$ cat src/rtl/uart_slip_rx_decoder.sv
// SLIP receive decoder: turns raw UART byte pulses into framed payload beats with length and error flags.
// Define UART_SLIP_HUNT_EN to start in HUNT after reset and ignore bytes until the first END.
module uart_slip_rx_decoder #(
    parameter int MAX_LEN = 1536,
    parameter int LEN_W   = 11
) (
    input  logic             clk,
    input  logic             reset,
    input  logic             in_ready,
    input  logic [7:0]       in,
    output logic             out_ready,
    output logic [7:0]       out,
    output logic             out_start,
    output logic             out_end,
    output logic             frame_done,
    output logic             frame_err,
    output logic [LEN_W-1:0] frame_len
);
    localparam logic [7:0] END     = 8'hC0;
    localparam logic [7:0] ESC     = 8'hDB;
    localparam logic [7:0] ESC_END = 8'hDC;
    localparam logic [7:0] ESC_ESC = 8'hDD;
    localparam logic [LEN_W-1:0] MAX_CNT = LEN_W'(MAX_LEN);

    typedef enum logic [1:0] {HUNT, DATA, ESC_ST, DISCARD} state_t;

`ifdef UART_SLIP_HUNT_EN
    localparam state_t RESET_STATE = HUNT;
`else
    localparam state_t RESET_STATE = DATA;
`endif

    state_t           state, state_n, err_next;
    logic [7:0]       hold, hold_n, dec;
    logic             hold_valid, hold_valid_n, hold_first, hold_first_n;
    logic [LEN_W-1:0] count, count_n, len_p;
    logic             dec_vld, proto_err, emit, emit_end, done_p, err_p;

    always_comb begin
        state_n      = state;
        hold_n       = hold;
        hold_valid_n = hold_valid;
        hold_first_n = hold_first;
        count_n      = count;
        dec          = 8'h00;
        dec_vld      = 1'b0;
        proto_err    = 1'b0;
        err_next     = DISCARD;
        emit         = 1'b0;
        emit_end     = 1'b0;
        done_p       = 1'b0;
        err_p        = 1'b0;
        len_p        = '0;
        if (in_ready) begin
            case (state)
                HUNT: if (in == END) state_n = DATA;
                DATA: begin
                    if (in == END) begin
                        // Empty frames (hold empty) close silently.
                        emit         = hold_valid;
                        emit_end     = hold_valid;
                        done_p       = hold_valid;
                        len_p        = hold_valid ? count : '0;
                        hold_valid_n = 1'b0;
                        count_n      = '0;
                    end else if (in == ESC) begin
                        state_n = ESC_ST;
                    end else begin
                        dec     = in;
                        dec_vld = 1'b1;
                    end
                end
                ESC_ST: begin
                    state_n = DATA;
                    if (in == ESC_END) begin
                        dec     = END;
                        dec_vld = 1'b1;
                    end else if (in == ESC_ESC) begin
                        dec     = ESC;
                        dec_vld = 1'b1;
                    end else begin
                        // END here still resynchronises, so skip DISCARD.
                        proto_err = 1'b1;
                        err_next  = (in == END) ? DATA : DISCARD;
                    end
                end
                default: if (in == END) state_n = DATA;
            endcase

            if (dec_vld) begin
                if (count == MAX_CNT) begin
                    proto_err = 1'b1;
                    err_next  = DISCARD;
                end else begin
                    emit         = hold_valid;
                    hold_n       = dec;
                    hold_valid_n = 1'b1;
                    hold_first_n = (count == '0);
                    count_n      = count + LEN_W'(1);
                end
            end

            if (proto_err) begin
                emit         = hold_valid;
                emit_end     = hold_valid;
                err_p        = 1'b1;
                len_p        = hold_valid ? count : '0;
                hold_valid_n = 1'b0;
                count_n      = '0;
                state_n      = err_next;
            end
        end
    end

    always_ff @(posedge clk) begin
        if (reset) begin
            state      <= RESET_STATE;
            hold       <= 8'h00;
            hold_valid <= 1'b0;
            hold_first <= 1'b0;
            count      <= '0;
            out_ready  <= 1'b0;
            out        <= 8'h00;
            out_start  <= 1'b0;
            out_end    <= 1'b0;
            frame_done <= 1'b0;
            frame_err  <= 1'b0;
            frame_len  <= '0;
        end else begin
            state      <= state_n;
            hold       <= hold_n;
            hold_valid <= hold_valid_n;
            hold_first <= hold_first_n;
            count      <= count_n;
            out_ready  <= emit;
            out_start  <= emit & hold_first;
            out_end    <= emit_end;
            frame_done <= done_p;
            frame_err  <= err_p;
            if (emit) out <= hold;
            if (done_p || err_p) frame_len <= len_p;
        end
    end
endmodule

$ cat config.mk
export PLATFORM = sky130hd
export DESIGN_NAME = uart_slip_rx_decoder
export DESIGN_NICKNAME = d
export VERILOG_FILES = /design/src/rtl/uart_slip_rx_decoder.sv
export SDC_FILE = /design/constraint.sdc
export NUM_CORES = 1
export LEC_CHECK = 0
export CAP_MARGIN = 15
export CORE_ASPECT_RATIO = 1.25
export CORE_MARGIN = 2
export CORE_UTILIZATION = 35
export DETAILED_ROUTE_END_ITERATION = 6
export GPL_TIMING_DRIVEN = 0
export HOLD_SLACK_MARGIN = 0.05
export PLACE_DENSITY_LB_ADDON = 0.15
export REMOVE_ABC_BUFFERS = 1
export SLEW_MARGIN = 25
export SYNTH_ARGS = -nofsm -noshare
export SYNTH_HDL_FRONTEND = slang
export SYNTH_SLANG_ARGS = --single-unit
$ cat constraint.sdc
create_clock -name clk -period 2.7 [get_ports clk]
set_clock_uncertainty 0.1 [all_clocks]
set_input_delay 0.27 -clock clk [delete_from_list [all_inputs] [get_ports clk]]
set_output_delay 0.27 -clock clk [all_outputs]
set_load 0.05 [all_outputs]
### Word level (Yosys, flattened, before mapping)

Cells that the tools add are included.

| word-level totals | value |
|---|---|
| output and inout port bits | 24 |
| logic and storage cells | 84 |
| register bits | 47 |
| input bits | 11 |

| operators by class | value |
|---|---|
| bitwise logic cells | 3 |
| $add $sub $neg | 1 |
| reduce and logical (&&, ||, !) cells | 6 |
| equal/unequal tests | 9 |
| multiplexer cells | 53 |

Operator list:

| operator | number |
|---|---|
| 11-bit 2-to-1 mux | 10 |
| 8-bit == test (second input constant) | 4 |
| 8-bit 2-to-1 mux | 4 |
| 1-bit 2-to-1 mux | 26 |
| 2-bit 2-to-1 mux | 10 |
| 8-bit one-hot mux with 2 select lines | 1 |
| 11-bit by 1-bit adder with 11-bit output (second input constant) | 1 |
| 11-bit == test (second input constant) | 1 |
| 11-bit logical NOT | 1 |
| 3-bit != test (second input constant) | 2 |
| 2-bit one-hot mux with 2 select lines | 1 |
| 4-bit AND reduction | 1 |
| 4-bit nonzero test | 1 |
| 3-bit AND reduction | 1 |
| 2-bit by 1-bit == test with 1-bit output (second input constant) | 1 |
| 2-bit == test (second input constant) | 1 |
| 1-bit inverter | 2 |
| 1-bit one-hot mux with 2 select lines | 1 |
| 2-bit OR reduction | 1 |
| 1-bit bitwise AND | 1 |
| 1-bit logical OR | 1 |

### Depth between registers and ports, before layout

Gate-level depths: netlist of the first run.

| logic depth | value |
|---|---|
| depth in word-level cells | 10 |
| depth in mapped cells | 9 |
| mapped depth without buffers | 8 |

### Worst setup path before layout of the first run

Ideal clock, no wire load.

| timing path | value |
|---|---|
| path type | register to register |
| start point | register count[0] |
| end point | register frame_len[2] |
| period minus slack after synthesis | 2420 ps |
| slack | 280 ps |
| cell stages (with the launch flop) | 10 |
| buffers on the path | 1 |
| library setup time | 117 ps |
| required time | 2483 ps |
| arrival time | 2203 ps |
| cells stage by stage | dfxtp_1 -> inv_1 -> ha_1 -> or4b_4 -> nor4_4 -> nor3_1 -> o22ai_1 -> a21oi_1 -> buf_2 -> a22o_1 |

| on the way | value |
|---|---|
| longest elaborated chain between the ends | 7 |
| elaborated cells on any way between the ends | 9 |
| classes of those cells | 1 x eq/ne; 7 x mux; 1 x reduce/logical |

Ends and longest elaborated chain:

| element | RTL line | RTL |
|---|---|---|
| from (decl) | 36 | `logic [LEN_W-1:0] count, count_n, len_p;` |
| from (signal assigned) | 134 | `count <= count_n;` |
| 11-bit == test * | 91 | `if (count == MAX_CNT) begin` |
| 1-bit 2-to-1 mux * | 91 |  |
| 1-bit 2-to-1 mux * | 90 | `if (dec_vld) begin` |
| 1-bit 2-to-1 mux * | 54 | `if (in_ready) begin` |
| 1-bit 2-to-1 mux | 103 | `if (proto_err) begin` |
| 1-bit 2-to-1 mux | 54 |  |
| 1-bit logical OR | 141 | `if (done_p \|\| err_p) frame_len <= len_p;` |
| to (signal assigned) | 141 |  |
| to (decl) | 17 | `output logic [LEN_W-1:0] frame_len` |

Mark *: on every way between the ends. The rest lies on a longest branch, timed or not. The select of a mux whose other input is x is not followed.
A chain may end at the register's enable or synchronous reset.

### Final worst setup path of the first run

| timing path | value |
|---|---|
| start point | register count[1] |
| end point | register frame_len[2] |

The elaborated chain is that of the path after synthesis.

==> metrics.md, run 1 <==
| Metric | Value |
|---|---|
| EDFF count, synth | 0 |
| Leak Pwr | 0.00105 µW |
| Routability cong. | 0.820 |
| Average cell area after synthesis | 9.18 µm² |
| CP endpoint kind | flip-flop |
| Synth area leaders | dfxtp_1 (41%), nand2b_1 (5.2%), mux2i_1 (4.8%), a22o_1 (4.2%), nand2_1 (3.6%) |
| WP buf/inv | 2 |
| GRT Residual Overflow | 0 |
| First-pass GRT wire length | between 8 and 9 mm |
| Synth top area share | 41.2% |
| Filler Cell Count | 654 |
| Power per standard cell area | 550 nW/µm² |
| Distinct cells, synth | 58 |
| Total track usage | about 15% |
| Setup slack, reg-to-reg | 0.07 ns |
| CTS Buf Count | 5 |
| Fin crit period | ~2.6 ns |
| Slowest stage cell, crit path | or4b_4 |
| Largest net degree at the start of global routing | 40 |
| WP data arrival | 2.78 ns |
| Worst Tran Pin Value | 0.655 ns |
| Tcrit/Tclk final | 97.6% |
| Drt wl/cell | 14.3 µm |
| Area grow syn2layout | 30.7% |
| Cells on worst reg2reg path | 9 |
| Final #Nets | 308 |
| CP required | 2.84 ns |
| Via count | ~2000 |
| Count leader, synth | dfxtp_1 |
| Reg2Reg Capture Point | frame_len[2]$_SDFFE_PP0P_ |
| Max-cap violations | 0 |
| Crit path max fanout | 7 |
| Cts hold-fix bufs | 0 |
| Crit-path leading delay family | simple AND/OR/NAND/NOR gates |
| Max Slew Vio Count | 0 |
| Top cells by count, synth | dfxtp_1 (47), nand2_1 (22), nor2_1 (21) |
| Antenna Cells | 0 |
| Vias per inst | 5.25 |
| Final core utilization | 47.8% |
| Initial antenna violation count | 0 |
| CP startpoint kind | flip-flop |
| CTS H-tree lvls | 2 |
| Status | finished, final reports clean |
| Port-buffer cells | 34 |
| Ratio of cells with drive above 1 in the final layout | 15.0% |
| Flip-flop and latch count after synthesis | 47 |
| Max Buffers Root-to-Sink | 2 |
| Post-route ant nets | 0 |
| Slew HR | a little under three fifths |
| Hold Path Class | in2reg |
| Net load switching power | 536 µW |
| Flop pwr share | about 47% |
| IO Pins | 35 |
| Initial core utilization | 36.6% |
| Register area share after synthesis | 41.2% |
| Post-synthesis instance total | 249 |
| Ys flop type | dfxtp_1 |
| Synth warn | 0 |
| Sw frac | 32.6% |
| CTS clk-pin slew, worst paths | 0.09 ns |
| Cell Chain, Critical Path | inv_4 > ha_4 > or4b_4 > nor4_4 > a31oi_4 > or2_4 > a21oi_4 > clkbuf_16 > a22o_1 |
| FF-to-FF Start | count[1]$_SDFFE_PP0P_ |
| RSZ-0062 raised after global routing | yes |
| Hold Slack | about 0.37 ns |
| Vias in the first global route | between 1500 and 2000 |
| TritonCTS clock tree | done |
| Async set or reset register ratio after synthesis | 0% |
| Routed WL | 5.43 mm |
| Remaining DRCs | 0 |
| Post-synth top area cell | dfxtp_1 |
| Max incr delay on CP | 0.50 ns |
| Mapped Area | 2290 µm² |
| Setup-failing EPs final | 0 |
| Pre-antenna DRT Iters | 4 |
| Pint | 1110 µW |
| Hpwl dp | roughly 3.6 mm |
| DR iter-0 viols | slightly above 100 |
| CTS sink cnt | 47 |
| Power share of the combinational group | between 20 and 30% |
| Die Wd | 76.3 µm |
| Hold Fails Final Rpt | 0 |
| Die Y | 94.4 µm |
| Die area | 7200 µm² |
| CP startpoint | count[1]$_SDFFE_PP0P_ |
| WP depth | 9 |
| Worst VDD drop | approximately 330 µV |
| Setup ws final | 0.0652 ns |
| Row count | 32 |
| CP Class | reg2reg |
| Fmax | 0.380 GHz |
| Root Driver | clkbuf_8 |
| Clock power share | 25.6% |
| Crit path to | frame_len[2]$_SDFFE_PP0P_ |
| Dpl ws | -0.493 ns |
| Clock Latency Late Sink | roughly 0.30 ns |
| Core box area | 6250 µm² |
## stage by stage
step	power (µW)	instances	instance area (µm²)	TNS, ns
after detailed placement	1180	358	2680	-11.32
final	1640	379	2990	0
after global routing	1740	379	2990	-0.0856
after floorplan	1050	239	2230	0
after CTS	1610	369	2820	0
after global placement	1180	358	2680	-15.38
## cell usage in the layout (no fill, tap or decap), types with 4 or more instances in the layout
cell type	n
a211oi_1	4
a21oi_1	8
a22o_1	11
a32oi_1	5
and2_1	4
buf_4	11
clkbuf_8	5
clkdlybuf4s50_1	33
dfxtp_1	45
inv_1	7
mux2i_1	11
nand2_1	22
nand2b_1	18
nand3_1	6
nor2_1	20
o21a_1	4
o21ai_0	7
o21ai_1	4
## worst min-delay path by stage
stage,from,depth (start not counted),to
finish,reset,2,hold_first$_SDFFE_PP0P_
global route,frame_len[0]$_SDFFE_PP0P_,1,frame_len[0]$_SDFFE_PP0P_
CTS,reset,2,hold_first$_SDFFE_PP0P_
detailed placement,frame_len[6]$_SDFFE_PP0P_,1,frame_len[6]$_SDFFE_PP0P_
global placement,frame_len[6]$_SDFFE_PP0P_,1,frame_len[6]$_SDFFE_PP0P_
floorplan,reset,1,count[4]$_SDFFE_PP0P_
## logic make-up (layout without fill, tap and decap cells)
logic type               after synthesis  in the layout  share of synthesized area, %
buffers and inverters                 20             65                          4.05
flip-flops                            47             47                          41.2
AND/OR/NAND/NOR                       93             93                          22.4
adder cells (fa/ha/maj)                4              4                          2.19
AO/OA/AOI/OAI                         74             74                          25.4
multiplexers                          11             11                          4.82
## power by group through the flow
stage                     clock [µW]  combinational [µW]  sequential [µW]
after global placement             0                 393              784
after detailed placement           0                 393              785
final                            421                 454              767
after floorplan                    0                 252              801
after CTS                        435                 403              770
after global routing             463                 502              774
## sequential cells by signal, indices dropped and copies added (netlist names), 2 cells and up
| register | cells |
|---|---|
| frame_len | 11 |
| count | 11 |
| out | 8 |
| state | 2 |
| hold | 8 |
## area by class of cell
class,instances,area [µm²],share of cell area [%]
Clock buffer,6,72.6,2.43
Clock inverter,2,12.5,0.419
Inverter,10,40.0,1.34
Multi-Input combinational cell,182,1340,45.0
Sequential cell,47,948,31.8
Tap cell,85,106,3.56
Timing Repair Buffer,47,463,15.5
## worst register-to-register path, cell delays in order, from the launching register on
cell and delay [ns]:
dfxtp_4 0.36, inv_4 0.06, ha_4 0.13, or4b_4 0.50, nor4_4 0.39, a31oi_4 0.23
or2_4 0.31, a21oi_4 0.21, clkbuf_16 0.19, a22o_1 0.11
## routing by layer
layer | up-vias | global-route usage, % | share of wire [%]
li1 | 1001 | - | -
met1 | 930 | 18.3 | 44
met2 | 49 | 26.4 | 50
met3 | 8 | 3.44 | 3.8
met4 | 0 | 7.42 | 2.1
met5 | - | 0 | 0
## timing repair
action	4_1_cts	5_1_grt
resized for setup	6	18
endpoints found under the setup margin	24	41
setup buffers	3	9
cloned	0	1
pin swaps	3	8
(Power assumes the default switching activity.)
==> run 2, diff against run 1 <==
Settings changed: MAX_ROUTING_LAYER set to met4.
==> metrics.md, run 2 (synthesized netlist as in run 1, its figures left out) <==
| Metric | Value |
|---|---|
| Status | finished, final reports clean |
| Via count | 2013 (+1.3%) |
| TritonCTS clock tree | done |
| Fmax | 0.380 GHz (about the same) |
| Routability cong. | 0.833 (+1.5%) |
| Most common cell after layout, fill and taps aside | dfxtp_1 |
| WP data arrival | 2.78 ns (about the same) |
| CP startpoint kind | flip-flop |
| Die area | 7200 µm² (unchanged) |
| Vias in the first global route | 1953 (+0.15%) |
| Setup-failing EPs final | 0 (unchanged) |
| Multi-input logic area | 1340 µm² (unchanged) |
| Total track usage | 15.8% (+0.45 points) |
| Root Driver | clkbuf_8 |
| Vias per inst | 5.31 (+1.3%) |
| Pre-antenna DRT Iters | 4 (unchanged) |
| Leak Pwr | 0.00105 µW (unchanged) |
| Crit path max fanout | 7 (unchanged) |
| Die Y | 94.4 µm (unchanged) |
| Drt wl/cell | 14.4 µm (+0.70%) |
| Commonest cells after routing, fill and taps aside | dfxtp_1 (45), clkdlybuf4s50_1 (33), nand2_1 (22) |
| Initial antenna violation count | 0 (unchanged) |
| Clock Latency Late Sink | 0.30 ns (about the same) |
| Core box area | 6250 µm² (unchanged) |
| IO Pins | 35 (unchanged) |
| Worst VDD drop | 335 µV (about the same) |
| Initial core utilization | 36.6% (unchanged) |
| Row count | 32 (unchanged) |
| Cell Chain, Critical Path | inv_4 > ha_4 > or4b_4 > nor4_4 > a31oi_4 > or2_4 > a21oi_4 > clkbuf_16 > a22o_1 |
| CP Class | reg2reg |
| CTS Buf Count | 5 (unchanged) |
| DR iter-0 viols | 78 (-24%) |
| Die Wd | 76.3 µm (unchanged) |
| Slew HR | 56.0% (-0.12 points) |
| Fin crit period | 2.63 ns (-0.000123 ns) |
| Max Buffers Root-to-Sink | 2 (unchanged) |
| CTS H-tree lvls | 2 (unchanged) |
| CTS clk-pin slew, worst paths | 0.09 ns (about the same) |
| CTS sink cnt | 47 (unchanged) |
| Largest net degree at the start of global routing | 40 (unchanged) |
| Area grow syn2layout | 30.7% (unchanged) |
| Hold Path Class | in2reg |
| Filler Cell Count | 654 (unchanged) |
| First-pass GRT wire length | 8.98 mm (about the same) |
| Hold Fails Final Rpt | 0 (unchanged) |
| Max incr delay on CP | 0.50 ns (about the same) |
| Remaining DRCs | 0 (unchanged) |
| Max-cap violations | 0 (unchanged) |
| Final #Nets | 308 (unchanged) |
| Reg area | 948 µm² (unchanged) |
| Biggest regs | count: 11 flops, frame_len: 11 flops |
| Power per standard cell area | 549 nW/µm² (about the same) |
| Antenna Cells | 0 (unchanged) |
| CP endpoint kind | flip-flop |
| CP required | 2.84 ns (about the same) |
| Routed WL | 5.47 mm (+0.70%) |
| Tcrit/Tclk final | 97.6% (about the same) |
| Post-route ant nets | 0 (unchanged) |
| Ratio of cells with drive above 1 in the final layout | 15.0% (unchanged) |
| Hold Slack | 0.371 ns (-0.00177 ns) |
| Worst Tran Pin Value | 0.657 ns (+0.00175 ns) |
| RSZ-0062 raised after global routing | yes |
| GRT Residual Overflow | 0 (unchanged) |
| Final cell count without fillers | 379 (unchanged) |
| DP Cell Count | 358 (unchanged) |
| Hpwl dp | 3.62 mm (unchanged) |
| Slowest stage cell, crit path | or4b_4 |
| Max Slew Vio Count | 0 (unchanged) |
| Port-buffer cells | 34 (unchanged) |
==> run 2: cell counts in the layout (fill, tap and decap cells not counted) <==
Identical to the previous run, type by type.
==> run 2: worst max-delay path: cells and delay by family, from the launching register on <==
kind                     cells  cell delay [ns]
adder cells (fa/ha/maj)      1             0.13
flip-flops                   1             0.36
AO/OA/AOI/OAI                3             0.55
buffers and inverters        2             0.25
AND/OR/NAND/NOR              3             1.20
==> run 2: cell type report <==
class                      count  share of cell area (%)
clock buffer                   6                    2.43
clock inverter                 2                   0.419
inverter                      10                    1.34
multi-input combinational    182                    45.0
sequential                    47                    31.8
tap                           85                    3.56
timing repair buffer          47                    15.5
==> run 2: metal layers <==
| metal | up-vias | global-route usage (%) | share of wire, % |
|---|---|---|---|
| met5 | - | - | 0 |
| met4 | 0 | 7.42 | 2.0 |
| met3 | 8 | 3.44 | 3.7 |
| met2 | 44 | 26.4 | 50 |
| met1 | 958 | 18.3 | 44 |
| li1 | 1003 | - | - |
==> run 2: path summary, 6_finish.rpt <==
kind,start,end,slack (ns),cells past startpoint
max,count[1]$_SDFFE_PP0P_,frame_len[2]$_SDFFE_PP0P_,0.07,9
min,reset,hold_first$_SDFFE_PP0P_,0.37,2
max reg2reg,count[1]$_SDFFE_PP0P_,frame_len[2]$_SDFFE_PP0P_,0.07,9
min reg2reg,out[1]$_SDFFE_PP0P_,out[1]$_SDFFE_PP0P_,0.38,2
==> run 2: repair_timing <==
item                       4_1_cts  5_1_grt
pin swaps                        3        8
hold buffers                     0        0
gates resized for setup          6       18
buffers inserted                 3        9
gates cloned                     0        1
setup endpoints to repair       24       41
hold endpoints to repair         0        0
==> run 2: power breakdown <==
part           switching [µW]  internal, µW
logic                     270           184
clock network             238           181
registers                27.5           740
total                     535          1110
==> run 2: per-stage QoR <==
step | utilization [%] | setup TNS (ns) | worst slack, ns | area, µm² | power (µW)
after global routing | 47.8 | -0.0856 | -0.0223 | 2990 | 1740
final | 47.8 | 0 | 0.0653 | 2990 | 1640
after floorplan | - | 0 | 0.200 | 2230 | 1050
after global placement | 42.9 | -15.38 | -0.504 | 2680 | 1180
after detailed placement | 42.8 | -11.32 | -0.493 | 2680 | 1180
after CTS | 45.2 | 0 | 0.0104 | 2820 | 1610
